File: config.mk
export PLATFORM = sky130hd
export DESIGN_NAME = serial_adder_ctrl
export DESIGN_NICKNAME = d
export VERILOG_FILES = /design/src/rtl/serial_adder_ctrl.sv
export SDC_FILE = /design/constraint.sdc
export NUM_CORES = 1
export LEC_CHECK = 0
export CORE_UTILIZATION = 53
export DETAILED_ROUTE_END_ITERATION = 8
export PLACE_DENSITY = 0.9
export RECOVER_POWER = 100
export SYNTH_ARGS = -nofsm -noshare
export SYNTH_HDL_FRONTEND = slang
export SYNTH_SLANG_ARGS = --single-unit
File: constraint.sdc
create_clock -name clk_i -period 2.23 [get_ports clk_i]
set_input_delay 0.446 -clock clk_i [delete_from_list [all_inputs] [get_ports clk_i]]
set_output_delay 0.446 -clock clk_i [all_outputs]
set_load 0.01 [all_outputs]
File: src/rtl/serial_adder_ctrl.sv
// Bit-serial adder: one full-adder cell walks two latched operands LSB first.
// Latency: WIDTH+1 edges from accept to done; one op per WIDTH+2 cycles.
// Backpressure: start_i is ignored while busy_o is high and is never queued.
module serial_adder_ctrl #(
    parameter int WIDTH = 32
) (
    input  logic             clk_i,
    input  logic             rst_n_i,
    input  logic             start_i,
    input  logic [WIDTH-1:0] a_i,
    input  logic [WIDTH-1:0] b_i,
    input  logic             cin_i,
    output logic             busy_o,
    output logic             done_o,
    output logic [WIDTH-1:0] sum_o,
    output logic             cout_o,
    output logic             ovf_o
);
    localparam int CW = $clog2(WIDTH);

    typedef enum logic [1:0] {IDLE, RUN, DONE} state_t;

    state_t           state_q;
    logic [WIDTH-1:0] a_sh;
    logic [WIDTH-1:0] b_sh;
    // The final bit goes straight into sum_o, so only WIDTH-1 sum bits are stored.
    logic [WIDTH-2:0] s_sh;
    logic             c_q;
    logic [CW-1:0]    cnt_q;
    logic             s_bit;
    logic             c_bit;
    logic [WIDTH-1:0] s_cat;
    logic             last_bit;

    adder u_adder (
        .A_i    (a_sh[0]),
        .B_i    (b_sh[0]),
        .Cin_i  (c_q),
        .S_o    (s_bit),
        .Cout_o (c_bit)
    );

    assign s_cat    = {s_bit, s_sh};
    assign last_bit = (cnt_q == CW'(WIDTH - 1));
    assign busy_o   = (state_q != IDLE);
    assign done_o   = (state_q == DONE);

    always_ff @(posedge clk_i or negedge rst_n_i) begin
        if (!rst_n_i) begin
            state_q <= IDLE;
            a_sh    <= '0;
            b_sh    <= '0;
            s_sh    <= '0;
            c_q     <= 1'b0;
            cnt_q   <= '0;
            sum_o   <= '0;
            cout_o  <= 1'b0;
            ovf_o   <= 1'b0;
        end else begin
            case (state_q)
                IDLE: begin
                    if (start_i) begin
                        a_sh    <= a_i;
                        b_sh    <= b_i;
                        c_q     <= cin_i;
                        cnt_q   <= '0;
                        state_q <= RUN;
                    end
                end
                RUN: begin
                    a_sh  <= a_sh >> 1;
                    b_sh  <= b_sh >> 1;
                    s_sh  <= s_cat[WIDTH-1:1];
                    c_q   <= c_bit;
                    cnt_q <= cnt_q + 1'b1;
                    if (last_bit) begin
                        sum_o   <= s_cat;
                        cout_o  <= c_bit;
                        // c_q still holds the carry into the MSB here
                        ovf_o   <= c_q ^ c_bit;
                        state_q <= DONE;
                    end
                end
                DONE:    state_q <= IDLE;
                default: state_q <= IDLE;
            endcase
        end
    end
endmodule

// Single-bit full adder cell.
module adder (
    input  logic A_i,
    input  logic B_i,
    input  logic Cin_i,
    output logic S_o,
    output logic Cout_o
);
    assign S_o    = A_i ^ B_i ^ Cin_i;
    assign Cout_o = (A_i & B_i) | (Cin_i & (A_i ^ B_i));
endmodule
==> impl_metrics.py, run 1 <==
metrics = {
    "sta": {
        "max_freq_mhz": 464,
        "fin_skew_ns": 0.00946,
        "finalSetupViolCount": 0,
        "timing.setup.tns_ns": 0,
        "max_slew_margin_pct": 15.2,
        "period_share_pct": 96.6,
        "rsz0062_at_grt": "no",
        "hold_viol": 0,
        "finalMaxSlewViolations": 0,
        "worstMarginPinSlew_ns": 1.27,
        "fin_crit_ns": 2.16,
    },
    "place": {
        "io_buffers": 103,
        "gp_congestion": 0.786,
        "hpwl_mm": 8.67,
    },
    "pwr": {
        "power_density_nw_per_um2": 1270,
        "power.leakage_nw": 3.55,
        "finalPower_mw": 9.49,
        "peakVddDrop_uv": 778,
    },
    "clocking": {
        "clock-sinks": 137,
        "clockBufferDepth": 2,
        "ctsHoldBuffers": 1,
        "path_clk_slew_ns": 0.06,
        "ctsRootBufferMaster": "clkbuf_8",
        "clk_latency_ns": 0.52,
        "cts_tree": "done",
        "cts_made_buffers": 17,
        "cts_resized": 0,
        "h-tree-depth": 4,
        "cts_setup_buffers": 0,
    },
    "yosys": {
        "synth_top_area_cell": "dfrtp_1",
        "yosys.cell_types.count": 30,
        "ys_top_cells_by_count": "150 x nand2_1, 137 x dfrtp_1, 65 x o21ai_0, 62 x a22oi_1, 27 x mux2_4",
        "postSynthRegisterBits": 137,
        "yosys_warnings": 0,
        "synth_edf_count": 0,
        "synth.yosys.seq_area_share_pct": 58.6,
        "synthMostInstantiatedCell": "nand2_1",
        "ys_async_sr_fraction_pct": 100,
        "syn_nets": 616,
        "syn-cell-area_sq_um": 5850,
        "yosys-top-cells-area": "dfrtp_1 59%, nand2_1 9.6%, a22oi_1 8.0%, mux2_4 6.9%, o21ai_0 5.6%",
        "synthFlopType": "dfrtp_1",
        "synth_top_area_share_pct": 58.6,
        "synth.avg_cell_area_sq_um": 10.7,
        "netlist_instances": 545,
    },
    "worst_setup_path": {
        "cp_max_fo": 3,
        "timing.critical_path.arrival_ns": 1.71,
        "cp_slowest_cell": "clkdlybuf4s50_1",
        "max_stage_delay_ns": 0.48,
        "worstSetupEndpointType": "output pin",
        "path_class": "flip-flop to output pin",
        "start_kind": "flip-flop",
        "cp.required_ns": 1.78,
        "critical_path.top_delay_family": "buffers and inverters",
        "critPathBufInv": 1,
        "path_cells": "or2_2, clkdlybuf4s50_1",
    },
    "floorplanning": {
        "die_w_microns": 107,
        "ios": 104,
        "coreArea_sq_um": 10500,
        "die_y_microns": 107,
        "initial_core_util_pct": 55.6,
        "rows": 37,
        "dieArea_sq_um": 11500,
    },
    "route": {
        "vias_per_cell": 5.79,
        "remaining_drc_errors": 0,
        "routed-via-count": 4595,
        "drt_iter0_drc": 264,
        "dr.pass1.iters": 6,
        "wl_mm": 13.5,
        "drt-wirelength-per-cell_microns": 17.0,
        "ant_nets": 0,
    },
    "grt": {
        "grtUsageTotal_pct": 25.0,
        "grt_pass1_vias": 4603,
        "grt_max_degree": 52,
        "grt_antenna_before_repair": 0,
        "grt.overflow.total": 0,
        "grt_pass1_wl_mm": 22.1,
    },
    "outcome": {
        "status": "finished, final reports clean",
    },
    "cells_and_area": {
        "final_util_pct": 71.3,
        "drive_gt1_share_pct": 9.13,
        "syn_to_final_growth_pct": 28.1,
        "diodes": 0,
        "nets": 715,
    },
    "hold_path": {
        "hold_path.class": "flip-flop to flip-flop",
    },
    "job": {
        "drv_cap": 0,
    },
}
## area by class of cell
class	count	area, sq um
clock buffer	19	422
fill	746	3020
timing repair buffer	122	1200
multi-input combinational	362	2080
inverter	4	15.0
sequential	137	3430
clock inverter	13	169
tap	136	170
## final timing paths
check                      depth (start not counted)   endpoint       start  slack, ns
setup / recovery                                   2     busy_o  state_q[0]       0.07
min in group asynchronous                          2  sum_o[11]     rst_n_i       0.75
hold / removal                                     2    b_sh[3]     b_sh[3]       0.49
hold reg to reg                                    2    b_sh[3]     b_sh[3]       0.49
setup reg to reg                                   5   a_sh[23]  state_q[0]       0.13
max in group asynchronous                          3   b_sh[25]     rst_n_i       0.31
## layer usage
layer  up-vias  routed length (microns)  GRT usage, %
met5         -                        0             0
met4         0                      249          9.30
met3        28                      847          6.75
met2       191                     6920          42.5
met1      2299                     5440          30.5
li1       2077                        -             -
## through the flow
| stage | setup WS [ns] | hold WS, ns | cell area [sq um] | instances |
|---|---|---|---|---|
| 2_1_floorplan | 0.451 | 0.150 | 5850 | 545 |
| 3_3_place_gp | 0.326 | 0.411 | 7030 | 760 |
| 3_5_place_dp | 0.208 | 0.418 | 7030 | 760 |
| 4_1_cts | 0.0579 | 0.447 | 7630 | 793 |
| 5_1_grt | 0.0215 | 0.506 | 7490 | 793 |
| 6_report | 0.0749 | 0.487 | 7490 | 793 |
## sequential cells by signal (all words and copies together), names as in the netlist
register and cells:
c_q 1, state_q 2, s_sh 31, sum_o 32
cnt_q 5, b_sh 32, ovf_o 1, cout_o 1
a_sh 32
## layout by cell type, fill, tap and decap left out, types with 13 or more instances in the layout
cell type        synthesis  routed
mux2_1                   0      27
clkdlybuf4s50_1          0      67
a22oi_1                 62      62
dlygate4sd3_1            0      36
nand2_1                150     150
dfrtp_1                137     135
clkbuf_16                0      16
a21oi_1                 14      14
o21ai_0                 65      66
nor2b_1                 15      13
## cells by family after synthesis
| family | count (synthesis) | share of synthesized area (%) |
|---|---|---|
| DFF | 137 | 58.6 |
| muxes | 33 | 8.09 |
| adders and majority gates | 3 | 0.770 |
| xor gates and xnor gates | 1 | 0.150 |
| AOI/OAI and AO/OA | 149 | 15.8 |
| and+or+nand+nor | 176 | 12.3 |
| buffers and inverters | 46 | 4.24 |
## report_power, final
| group | switching [mW] | internal (mW) | leakage [nW] |
|---|---|---|---|
| clock network | 1.09 | 1.72 | 0.287 |
| logic | 1.45 | 1.21 | 1.47 |
| registers | 0.619 | 3.41 | 1.80 |
## worst register-to-register path: stages (launching register included)
cell	delay, ns
dfrtp_2	0.39
buf_4	0.34
clkbuf_2	0.75
inv_1	0.20
a31oi_1	0.21
o21ai_0	0.09
Power figures use the tool's default switching activity.
==> run 2, diff against run 1 <==
CORE_UTILIZATION = 49   (was 53)
GPL_TIMING_DRIVEN = 0   (was not set)
PLACE_DENSITY = 0.85   (was 0.9)
==> run 2 against run 1 <==
The run now ends with DRC left. Die area grew 8.0%. Sequential cell count is the same. Maximum frequency grew 4.5%. Final cell count grew 3.8%. Via count shrank 1.1%. Critical path depth grew 1. Critical endpoint unchanged.
==> impl_metrics.py, run 2 (synthesis gave the netlist of run 1 again) <==
metrics = {
    "cells_and_area": {
        "syn_to_final_growth_pct": 30.6,
        "finalNonFillerCells": 823,
        "nets": 738,
        "final_common_cell": "nand2_1",
        "final_util_pct": 66.3,
        "multiInputGateArea_sq_um": 2080,
        "final_cell_mix": "150 x nand2_1, 137 x dfrtp_1, 65 x o21ai_0, 65 x clkdlybuf4s50_1, 62 x a22oi_1",
        "drive_gt1_share_pct": 8.53,
        "diodes": 0,
        "nFillCells": 892,
        "reg.largest.list": "a_sh (32), b_sh (32), sum_o (32)",
        "seqCellArea_sq_um": 3430,
    },
    "grt": {
        "grt_antenna_before_repair": 0,
        "grt_pass1_vias": 4637,
        "grt_max_degree": 89,
        "grt.overflow.total": 0,
        "grt_pass1_wl_mm": 22.3,
        "grtUsageTotal_pct": 22.9,
    },
    "pwr": {
        "combPwrFrac_pct": 27.4,
        "p_switching_mw": 3.13,
        "power_density_nw_per_um2": 1290,
        "pwr-share-seq_pct": 40.8,
        "peakVddDrop_uv": 650,
        "clkPwrFrac_pct": 31.7,
        "power.leakage_nw": 3.60,
        "switching_share_pct": 31.8,
        "p_int_mw": 6.71,
    },
    "clocking": {
        "ctsRootBufferMaster": "clkbuf_16",
        "path_clk_slew_ns": 0.06,
        "h-tree-depth": 4,
        "clockBufferDepth": 2,
        "cts_made_buffers": 17,
        "cts_setup_buffers": 0,
        "clock-sinks": 137,
        "clk_latency_ns": 0.41,
        "cts_tree": "done",
    },
    "sta": {
        "finalMaxSlewViolations": 0,
        "fin_skew_ns": 0.00496,
        "max_slew_margin_pct": 19.1,
        "whs_ns": 0.477,
        "worstMarginPinSlew_ns": 1.21,
        "period_share_pct": 92.5,
        "rsz0062_at_grt": "no",
        "finalSetupViolCount": 0,
        "hold_viol": 0,
        "fin_crit_ns": 2.06,
        "timing.setup.tns_ns": 0,
        "fin_ws_ns": 0.167,
        "max_freq_mhz": 485,
    },
    "place": {
        "io_buffers": 103,
        "placed_cells": 792,
        "hpwl_mm": 9.30,
        "dp_slack_ns": 0.0825,
        "gp_congestion": 0.780,
    },
    "route": {
        "wl_mm": 13.3,
        "vias_per_cell": 5.52,
        "routed-via-count": 4546,
        "drt_iter0_drc": 359,
        "dr.pass1.iters": 7,
        "remaining_drc_errors": 13,
        "drt-wirelength-per-cell_microns": 16.1,
        "ant_nets": 0,
    },
    "outcome": {
        "violations": "DRC",
        "status": "finished with violations",
    },
    "floorplanning": {
        "ios": 104,
        "die_y_microns": 111,
        "rows": 39,
        "die_w_microns": 111,
        "initial_core_util_pct": 50.8,
        "coreArea_sq_um": 11500,
        "dieArea_sq_um": 12400,
    },
    "worst_setup_path": {
        "cp.required_ns": 1.78,
        "cp_slowest_cell": "dfrtp_1",
        "start_kind": "flip-flop",
        "path_cells": "buf_6, or2_2, dlygate4sd2_1",
        "timing.critical_path.arrival_ns": 1.62,
        "worstSetupEndpointType": "output pin",
        "max_stage_delay_ns": 0.41,
        "critical_path.top_delay_family": "buffers and inverters",
        "cp_max_fo": 19,
        "path_class": "flip-flop to output pin",
        "critPathBufInv": 2,
    },
    "hold_path": {
        "hold_path.class": "flip-flop to flip-flop",
    },
    "job": {
        "drv_cap": 0,
    },
}
[run 2: final cells by class]
class	instances	share of cell area (%)
Timing Repair Buffer	105	13.8
Clock inverter	11	2.52
Clock buffer	21	6.16
Multi-Input combinational cell	362	27.2
Sequential cell	137	44.9
Buffer	40	2.87
Inverter	4	0.197
Tap cell	143	2.34
[run 2: final timing paths]
check | startpoint | to | slack (ns) | cells after the start
max | state_q[0] | busy_o | 0.17 | 3
min | s_sh[0] | s_sh[0] | 0.48 | 2
min in group asynchronous | rst_n_i | sum_o[5] | 0.84 | 2
min reg2reg | s_sh[0] | s_sh[0] | 0.48 | 2
max in group asynchronous | rst_n_i | b_sh[5] | 0.35 | 3
max reg2reg | cnt_q[0] | sum_o[20] | 0.25 | 7
[run 2: per-stage QoR]
step                      area [sq um]  power, mW
final                             7630       9.84
after global routing              7630       10.4
after CTS                         7750       10.1
after detailed placement          7080       6.98
after global placement            7060       6.73
after floorplan                   5850       5.79
[run 2: worst register-to-register path, delay by kind of cell, from the launching register on]
kind,cells,cell delay [ns]
buf+inv,2,0.33
flops,1,0.43
simple gates,2,0.30
mux,1,0.35
fa+ha+maj,2,0.45
[run 2: power by group through the flow]
| stage | combinational (mW) | clock, mW | sequential [mW] |
|---|---|---|---|
| global route | 3.03 | 3.28 | 4.13 |
| finish | 2.70 | 3.12 | 4.02 |
| detailed placement | 2.92 | 0 | 4.06 |
| floorplan | 1.84 | 0 | 3.95 |
| global placement | 2.73 | 0 | 3.99 |
| CTS | 2.93 | 3.16 | 4.04 |
[run 2: metal layers]
metal  track usage, %  part of all wire, %
met1             27.7                   42
met3             7.76                  7.6
met4             7.03                  1.4
met2             38.5                   49
met5                0                    0
[run 2: repair_timing]
item | CTS | global route
hold buffers | 1 | 0
setup endpoints to repair | 2 | 1
hold endpoints to repair | 49 | 0
resized for setup | 3 | 2
